[src/rtl/if_stage_pkg.sv]
// Shared types and constants for the instruction-fetch stage and its neighbours.
package if_stage_pkg;

    localparam int PFS_TO_FS_BUS_WD = 65;
    localparam int FS_TO_DS_BUS_WD  = 70;
    localparam int DISCARD_CNT_W    = 2;

    localparam logic [4:0] EX_ADEL = 5'h04;

    typedef struct packed {
        logic        inst_ok;
        logic [31:0] inst;
        logic [31:0] pc;
    } pfs_to_fs_bus_t;

    typedef struct packed {
        logic        ex;
        logic [4:0]  excode;
        logic [31:0] inst;
        logic [31:0] pc;
    } fs_to_ds_bus_t;

    function automatic logic pc_misaligned(input logic [31:0] pc);
        return (pc[1:0] != 2'b00);
    endfunction

endpackage

[src/rtl/fs_discard_ctr.sv]
// Saturating add/sub counter of inst_sram responses that must be dropped after a flush.
module fs_discard_ctr
    import if_stage_pkg::*;
#(
    parameter int W = DISCARD_CNT_W
) (
    input  logic         clk,
    input  logic         reset,
    input  logic [1:0]   inc,
    input  logic         dec,
    output logic [W-1:0] cnt,
    output logic         ovf
);

    localparam logic [W+1:0] CNT_MAX = {2'b00, {W{1'b1}}};
    localparam logic [W+1:0] CNT_ONE = {{(W+1){1'b0}}, 1'b1};

    logic [W+1:0] sum_s;
    logic [W+1:0] net_s;
    logic [W-1:0] cnt_d;
    logic [W-1:0] cnt_q;

    // Next count: add increments, subtract one dropped response, clamp both ends.
    always_comb begin
        sum_s = {2'b00, cnt_q} + {{W{1'b0}}, inc};
        net_s = sum_s;
        ovf   = 1'b0;
        cnt_d = cnt_q;
        if (dec && (sum_s != {(W+2){1'b0}})) begin
            net_s = sum_s - CNT_ONE;
        end else begin
            net_s = sum_s;
        end
        if (net_s > CNT_MAX) begin
            cnt_d = CNT_MAX[W-1:0];
            ovf   = 1'b1;
        end else begin
            cnt_d = net_s[W-1:0];
            ovf   = 1'b0;
        end
    end

    // Counter register.
    always_ff @(posedge clk) begin
        if (reset) begin
            cnt_q <= {W{1'b0}};
        end else begin
            cnt_q <= cnt_d;
        end
    end

    assign cnt = cnt_q;

    fs_discard_ctr_chk u_chk (
        .clk   (clk),
        .reset (reset),
        .ovf   (ovf)
    );

endmodule

[src/rtl/fs_discard_ctr_chk.sv]
// Property checker for the stale-response discard counter.
module fs_discard_ctr_chk (
    input logic clk,
    input logic reset,
    input logic ovf
);

    // The counter must never be asked to count past its saturation value.
    assert property (@(posedge clk) disable iff (reset) !ovf);

endmodule

[src/rtl/if_stage.sv]
// Instruction-fetch stage: holds one PC, waits for its inst_sram word, flags AdEL,
// and drops responses left over from flushed fetches.
module if_stage
    import if_stage_pkg::*;
(
    input  logic                        clk,
    input  logic                        reset,
    input  logic                        pfs_to_fs_valid,
    input  logic [PFS_TO_FS_BUS_WD-1:0] pfs_to_fs_bus,
    output logic                        fs_allowin,
    output logic                        fs_valid,
    output logic                        fs_inst_buff_full,
    input  logic [31:0]                 inst_sram_rdata,
    input  logic                        inst_sram_data_ok,
    input  logic                        inst_sram_data_waiting,
    input  logic                        ds_allowin,
    output logic                        fs_to_ds_valid,
    output logic [FS_TO_DS_BUS_WD-1:0]  fs_to_ds_bus,
    input  logic                        ws_ex,
    input  logic                        ws_eret
);

    pfs_to_fs_bus_t pfs_bus_s;
    fs_to_ds_bus_t  ds_bus_s;

    logic        fs_valid_d,     fs_valid_q;
    logic [31:0] fs_pc_d,        fs_pc_q;
    logic [31:0] inst_buff_d,    inst_buff_q;
    logic        buff_valid_d,   buff_valid_q;

    logic [DISCARD_CNT_W-1:0] discard_cnt_s;
    logic                     discard_busy_s;
    logic                     flush_s;
    logic                     data_ok_for_fs_s;
    logic                     fs_ready_go_s;
    logic                     fs_allowin_s;
    logic [1:0]               discard_inc_s;
    logic                     discard_dec_s;
    logic                     discard_ovf_s;

    assign pfs_bus_s        = pfs_bus_t_cast(pfs_to_fs_bus);
    assign flush_s          = ws_ex | ws_eret;
    assign discard_busy_s   = (discard_cnt_s != {DISCARD_CNT_W{1'b0}});
    assign fs_ready_go_s    = buff_valid_q;
    assign fs_allowin_s     = !fs_valid_q || (fs_ready_go_s && ds_allowin);
    assign data_ok_for_fs_s = inst_sram_data_ok && fs_valid_q && !buff_valid_q && !discard_busy_s;

    // A flush orphans IF's own outstanding response and any response pre-IF is still owed.
    always_comb begin
        discard_inc_s = 2'b00;
        discard_dec_s = inst_sram_data_ok && discard_busy_s;
        if (flush_s) begin
            discard_inc_s = {1'b0, (fs_valid_q && !buff_valid_q && !data_ok_for_fs_s)}
                          + {1'b0, inst_sram_data_waiting};
        end else begin
            discard_inc_s = 2'b00;
        end
    end

    // Slot and instruction-buffer next state; flush outranks accept and capture.
    always_comb begin
        fs_valid_d   = fs_valid_q;
        fs_pc_d      = fs_pc_q;
        inst_buff_d  = inst_buff_q;
        buff_valid_d = buff_valid_q;
        if (flush_s) begin
            fs_valid_d   = 1'b0;
            buff_valid_d = 1'b0;
        end else if (fs_allowin_s) begin
            fs_valid_d = pfs_to_fs_valid;
            if (pfs_to_fs_valid) begin
                fs_pc_d = pfs_bus_s.pc;
                if (pfs_bus_s.inst_ok) begin
                    inst_buff_d  = pfs_bus_s.inst;
                    buff_valid_d = 1'b1;
                end else begin
                    buff_valid_d = 1'b0;
                end
            end else begin
                buff_valid_d = 1'b0;
            end
        end else if (data_ok_for_fs_s) begin
            inst_buff_d  = inst_sram_rdata;
            buff_valid_d = 1'b1;
        end else begin
            buff_valid_d = buff_valid_q;
        end
    end

    // Stage registers.
    always_ff @(posedge clk) begin
        if (reset) begin
            fs_valid_q   <= 1'b0;
            fs_pc_q      <= 32'h0000_0000;
            inst_buff_q  <= 32'h0000_0000;
            buff_valid_q <= 1'b0;
        end else begin
            fs_valid_q   <= fs_valid_d;
            fs_pc_q      <= fs_pc_d;
            inst_buff_q  <= inst_buff_d;
            buff_valid_q <= buff_valid_d;
        end
    end

    fs_discard_ctr #(
        .W (DISCARD_CNT_W)
    ) u_discard_ctr (
        .clk   (clk),
        .reset (reset),
        .inc   (discard_inc_s),
        .dec   (discard_dec_s),
        .cnt   (discard_cnt_s),
        .ovf   (discard_ovf_s)
    );

    // A misaligned PC still waits for its word, but the word itself is hidden from decode.
    always_comb begin
        ds_bus_s.pc = fs_pc_q;
        if (pc_misaligned(fs_pc_q)) begin
            ds_bus_s.ex     = 1'b1;
            ds_bus_s.excode = EX_ADEL;
            ds_bus_s.inst   = 32'h0000_0000;
        end else begin
            ds_bus_s.ex     = 1'b0;
            ds_bus_s.excode = 5'h00;
            ds_bus_s.inst   = inst_buff_q;
        end
    end

    assign fs_allowin        = fs_allowin_s;
    assign fs_valid          = fs_valid_q;
    assign fs_inst_buff_full = !fs_valid_q || buff_valid_q || discard_busy_s;
    assign fs_to_ds_valid    = fs_valid_q && fs_ready_go_s && !flush_s;
    assign fs_to_ds_bus      = ds_bus_s;

    function automatic pfs_to_fs_bus_t pfs_bus_t_cast(input logic [PFS_TO_FS_BUS_WD-1:0] raw);
        return pfs_to_fs_bus_t'(raw);
    endfunction

endmodule
[config.mk]
export PLATFORM = sky130hd
export DESIGN_NAME = if_stage
export DESIGN_NICKNAME = d
export VERILOG_FILES = /design/src/rtl/if_stage_pkg.sv /design/src/rtl/fs_discard_ctr.sv /design/src/rtl/fs_discard_ctr_chk.sv /design/src/rtl/if_stage.sv
export SDC_FILE = /design/constraint.sdc
export NUM_CORES = 1
export LEC_CHECK = 0
export BUFFER_PORTS_ARGS = -buffer_cell sky130_fd_sc_hd__buf_2
export CAP_MARGIN = 20
export CORE_MARGIN = 2
export CORE_UTILIZATION = 45
export DETAILED_ROUTE_END_ITERATION = 8
export HOLD_SLACK_MARGIN = 0.03
export PLACE_DENSITY_LB_ADDON = 0.2
export SYNTH_ARGS = -nofsm -noshare
export SYNTH_HDL_FRONTEND = slang
export SYNTH_SLANG_ARGS = --single-unit
[constraint.sdc]
create_clock -name clk -period 4.7 [get_ports clk]
set_input_delay 0.705 -clock clk [delete_from_list [all_inputs] [get_ports clk]]
set_output_delay 0.705 -clock clk [all_outputs]
set_load 0.01 [all_outputs]
### Yosys cells after proc, flatten, opt, wreduce, memory -nomap -nowiden

Index checks and enable logic that the tools add are counted.

* eq/ne operators: 2
* reductions and logical operators: 25
* multiplexer cells: 12
* bitwise logic cells: 2
* add/subtract/negate cells: 3
* $lt $le $gt $ge: 1

Operator list (count)
* $mux W32: 4
* $mux W38: 1
* $logic_and A1 B1 Y1: 10
* $reduce_bool A2 Y1: 3
* $logic_not A1 Y1: 5
* $gt A4 B2 Y1 const B: 1
* $mux W1: 4
* $mux W2: 2
* $mux W4: 1
* $ne A2 B2 Y1 const B: 2
* $reduce_and A4 Y1: 1
* $reduce_bool A4 Y1: 1
* $sub A4 B1 Y4 const B: 1
* $add A2 B2 Y3: 1
* $logic_or A1 B1 Y1: 3
* $reduce_and A3 Y1: 1
* $add A1 B1 Y2: 1
* $reduce_or A2 Y1: 1
* $not A1 Y1: 1
* $or A1 B1 Y1: 1

* register bits: 68
* input bits: 105
* word-level logic and storage cells: 50

### Longest topological paths before layout

* depth in word-level cells: 13
* depth in mapped cells: 12
* mapped depth without buffers: 12

### Modules after synthesis

From an unflattened synthesis, not the netlist that was laid out.

* cell total of the unflattened synthesis: 405
* area total of the unflattened synthesis: 3364.5 µm²

Modules (own cells, without submodules)
* if_stage: area each 3181.8 µm², cells each 386, times used 1
* fs_discard_ctr: area each 182.7 µm², cells each 19, times used 1

### Worst setup path after synthesis

No wires, ideal clock.

* path type: input port to flip-flop
* start point: in inst_sram_data_ok
* end point: reg u_discard_ctr.cnt_q[1] (netlist: u_discard_ctr.cnt[1])
* data required time: 4.560 ns
* arrival time: 2.836 ns
* setup slack: 1.724 ns
* cell stages on the path: 11
* cells stage by stage: a21boi_0 ha_1 nor2b_1 ha_1 inv_1 fa_1 ha_1 ha_1 nor3b_1 o2111a_1 nor3_1

* longest elaborated chain between the ends: 13
* elaborated cells on any way between the ends: 15
* those cells by class: 3 x add/sub; 1 x order compare; 3 x mux; 8 x reduce/logical

RTL lines
* from (decl): RTL line if_stage.sv:14 `input logic inst_sram_data_ok,`
* parallel branches: the longest is 10 deep, another holds $sub A4 B1 Y4
* $mux W4 *: RTL line fs_discard_ctr.sv:29 `if (dec && (sum_s != {(W+2){1'b0}})) begin`
* $gt A4 B2 Y1: RTL line fs_discard_ctr.sv:34 `if (net_s > CNT_MAX) begin`
* $mux W2 *: RTL line fs_discard_ctr.sv:34
* to (signal assigned): RTL line fs_discard_ctr.sv:46 `cnt_q <= {W{1'b0}};`
* to (signal assigned): RTL line fs_discard_ctr.sv:48 `cnt_q <= cnt_d;`
* to (decl): RTL line fs_discard_ctr.sv:21 `logic [W-1:0] cnt_q;`

Mark *: on every way between the ends.
A chain may end at the register's enable or synchronous reset.

### Worst setup path in the final report

* start point: reg fs_valid_q (netlist: fs_valid)
* end point: reg u_discard_ctr.cnt_q[0] (netlist: u_discard_ctr.cnt[0])

* longest elaborated chain between the ends: 13
* elaborated cells on any way between the ends: 15
* those cells by class: 3 x add/sub; 1 x order compare; 3 x mux; 8 x reduce/logical

RTL lines
* from (decl): RTL line if_stage.sv:26 `logic fs_valid_d, fs_valid_q;`
* from (signal assigned): RTL line if_stage.sv:98 `fs_valid_q <= fs_valid_d;`
* $logic_and A1 B1 Y1 (3 in series): RTL line if_stage.sv:46 `assign data_ok_for_fs_s = inst_sram_data_ok && fs_valid_q && !buff_valid_q && !discard_busy_s;`
* $logic_not A1 Y1: RTL line if_stage.sv:53 `discard_inc_s = {1'b0, (fs_valid_q && !buff_valid_q && !data_ok_for_fs_s)}`
* $logic_and A1 B1 Y1 *: RTL line if_stage.sv:53
* $add A1 B1 Y2 *: RTL line if_stage.sv:54 `+ {1'b0, inst_sram_data_waiting};`
* $mux W2 *: RTL line if_stage.sv:52 `if (flush_s) begin`
* $add A2 B2 Y3 *: RTL line fs_discard_ctr.sv:25 `sum_s = {2'b00, cnt_q} + {{W{1'b0}}, inc};`
* parallel branches: the longest is 2 deep, another holds $sub A4 B1 Y4
* $mux W4 *: RTL line fs_discard_ctr.sv:29
* $gt A4 B2 Y1: RTL line fs_discard_ctr.sv:34
* $mux W2 *: RTL line fs_discard_ctr.sv:34

Marks and branches as above.

==> key figures <==
Final layout
  • Share of cells above drive strength 1: 0.411
  • Number of antenna diodes: 0
  • Nets: 667
  • Synth-to-layout area growth: 33.7%
  • Multi-input gate area: 1730 um2
  • Number of fill cells: 653
  • Reg area: 1360 um2

Route
  • Vias per cell: 4.95
  • Wire per inst: 13.1 um
  • Total routed wirelength: 8.65 mm
  • Detail Route Antenna Nets: 0
  • Via count: 3,269
  • Post-route DRC violation count: 0
  • Detailed Route Iter0 Violations: 108
  • First-pass iteration count of the detailed router: 4

Pwr
  • PwrDens: 314 nW/um2
  • Leak: 2.02 nW
  • Peak VDD IR: 0.000182 V

Timing
  • Setup violators final: 0
  • RSZ-0062 raised after global routing: false
  • Hold Slack: 0.452 ns
  • Upper clock frequency limit: 0.315 GHz
  • Worst slew margin: 0.384
  • Fin Setup TNS: 0 ns
  • Clock skew: 0.00912 ns
  • Fin. max-slew vios: 0
  • Final worst path period share: 0.675
  • Worst-Margin Slew: 0.924 ns
  • Fin. Hold Viols: 0
  • Post-route minimum period: 3.17 ns

Clock tree
  • Post_cts resized: 0
  • Worst-Skew Late Latency: 0.33 ns
  • CTS max path bufs: 2
  • CTS buffer count: 9
  • Clk slew on worst S/H paths: 0.07 ns
  • CTS tree: yes
  • Clock H-tree levels: 3
  • Root Driver: clkbuf_8
  • Num Clock Sinks: 68
  • Setup Buffers After CTS: 0
  • # hold bufs at CTS: 0

Worst setup path
  • Startpoint type of the worst setup path: flop
  • Worst EP required: 4.93 ns
  • Crit end category: flop
  • Worst path arrival time: 3.40 ns
  • Reg2reg setup slack: 1.53 ns
  • Reg-to-reg endpoint: u_discard_ctr.cnt[0]
  • WS Path Type: reg2reg
  • Worst r2r src: fs_valid
  • Worst reg2reg path depth: 12
  • Crit-path max FO: 4

Yosys
  • Most frequent cells after synthesis: 130 x nand2_1, 68 x dfxtp_1, 33 x a21oi_1, 33 x nor3_1, 32 x and2_1
  • Most frequent cell after synthesis: nand2_1
  • Post-synth EDFFs: 0
  • Yosys reg bits: 68
  • Dominant cells by area after synthesis: dfxtp_1 41%, nand2_1 15%, a311oi_2 14%
  • Synth Cell Area: 3300 um2
  • Post-Syn Instances: 403
  • Syn_area_per_cell: 8.18 um2
  • YS warnings: 0
  • Share of flip-flops with an asynchronous set or reset: 0
  • Leading area contributor after synthesis: dfxtp_1
  • Synth cell types: 31
  • Top cell type's share of synthesized area: 0.413
  • Top FF cell, synth: dfxtp_1
  • Sequential area share after synthesis: 0.413

Min path
  • Worst Hold Depth: 2
  • Min-delay src: fs_pc_q[25]
  • Worst Hold Class: reg2reg
  • Hold Path Sink: fs_pc_q[25]

Global routing
  • Vias in the first global route: 2,963
  • Initial antenna violation count: 0
  • Total gr overflow: 0
  • Gr usage total: 0.206
  • First-pass GRT wire length: 13.0 mm
  • Largest net degree at the start of global routing: 38

Floorplan
  • Core box area: 7180 um2
  • Die height: 89.6 um
  • Starting Density: 0.459
  • I/O pin count: 179
  • Die width: 89.6 um
  • Core Rows: 31
  • Full die area: 8020 um2

Status
  • Outcome: complete, no violations

Placed design
  • Post-DP HPWL: 5.88 mm
  • Routability cong.: 0.738
  • Port Buffers: 174

Job
  • Max-cap viol count: 0
==> critical path, stage by stage, from the launching register on <==
cell      delay [ns]
dfxtp_1         0.37
nor2b_1         0.20
a21boi_0        0.21
ha_1            0.25
nor2b_1         0.13
ha_1            0.19
inv_1           0.07
fa_1            0.43
ha_1            0.21
ha_1            0.19
nor3b_1         0.44
nor3b_1         0.10
a311oi_1        0.28
==> logic make-up (layout without fill, tap and decap cells) <==
logic type | Yosys count | in the layout | synth area share
AOI/OAI and AO/OA | 70 | 70 | 0.208
other | 1 | 4 | 0.00114
adders and majority gates | 5 | 5 | 0.0213
DFF | 68 | 68 | 0.413
buffers and inverters | 46 | 202 | 0.0657
and+or+nand+nor | 213 | 213 | 0.291
==> metrics by stage <==
stage                     power [mW]  cells  utilization  instance area (um2)  setup slack [ns]
final                           1.38    661        0.614                 4410              1.53
after global routing            1.46    661        0.614                 4410              1.36
after CTS                       1.40    658        0.607                 4350              1.52
after detailed placement       0.877    642        0.576                 4140              1.33
after global placement         0.867    642        0.576                 4140              1.51
after floorplan                0.785    406            -                 3310              1.72
==> power by group <==
| group | internal, mW | switching [mW] | leakage, nW |
|---|---|---|---|
| registers | 0.604 | 0.0134 | 0.553 |
| logic | 0.111 | 0.137 | 1.36 |
| clock network | 0.299 | 0.220 | 0.102 |
==> metal layers <==
metal,share of wire,vias up,GRT usage
met1,0.44,1459,0.245
met4,0.012,0,0.0760
met5,0,-,0
li1,-,1665,-
met3,0.076,12,0.0503
met2,0.47,133,0.360
==> worst max path at each step <==
stage                            startpoint                   end  slack (ns)  depth (start not counted)
after CTS                          fs_valid  u_discard_ctr.cnt[0]        1.52                         12
after floorplan           inst_sram_data_ok  u_discard_ctr.cnt[1]        1.72                         11
after detailed placement  inst_sram_data_ok  u_discard_ctr.cnt[0]        1.33                         12
after global placement    inst_sram_data_ok  u_discard_ctr.cnt[1]        1.51                         12
after global routing               fs_valid  u_discard_ctr.cnt[0]        1.36                         12
final                              fs_valid  u_discard_ctr.cnt[0]        1.53                         12
==> layout by cell type, fill, tap and decap left out, types with 5 or more instances in the layout <==
cell type  instances
a21oi_1           33
clkbuf_8           9
dfxtp_1           68
nor3_1            33
and2_1            32
nand2_1          130
a311oi_2          30
buf_2            174
nor2_1             5
==> final cells by class <==
cell class,instances,area share
Multi-Input combinational cell,292,0.393
Sequential cell,68,0.309
Clock inverter,6,0.0202
Inverter,5,0.00426
Timing Repair Buffer,181,0.217
Clock buffer,10,0.0290
Tap cell,99,0.0281
==> state kept, by name (all words and copies together), names as in the netlist <==
register,count
buff_valid_q,1
fs_valid,1
fs_pc_q,32
u_discard_ctr.cnt,2
inst_buff_q,32
Note: power is estimated with default switching activity, not from simulation.
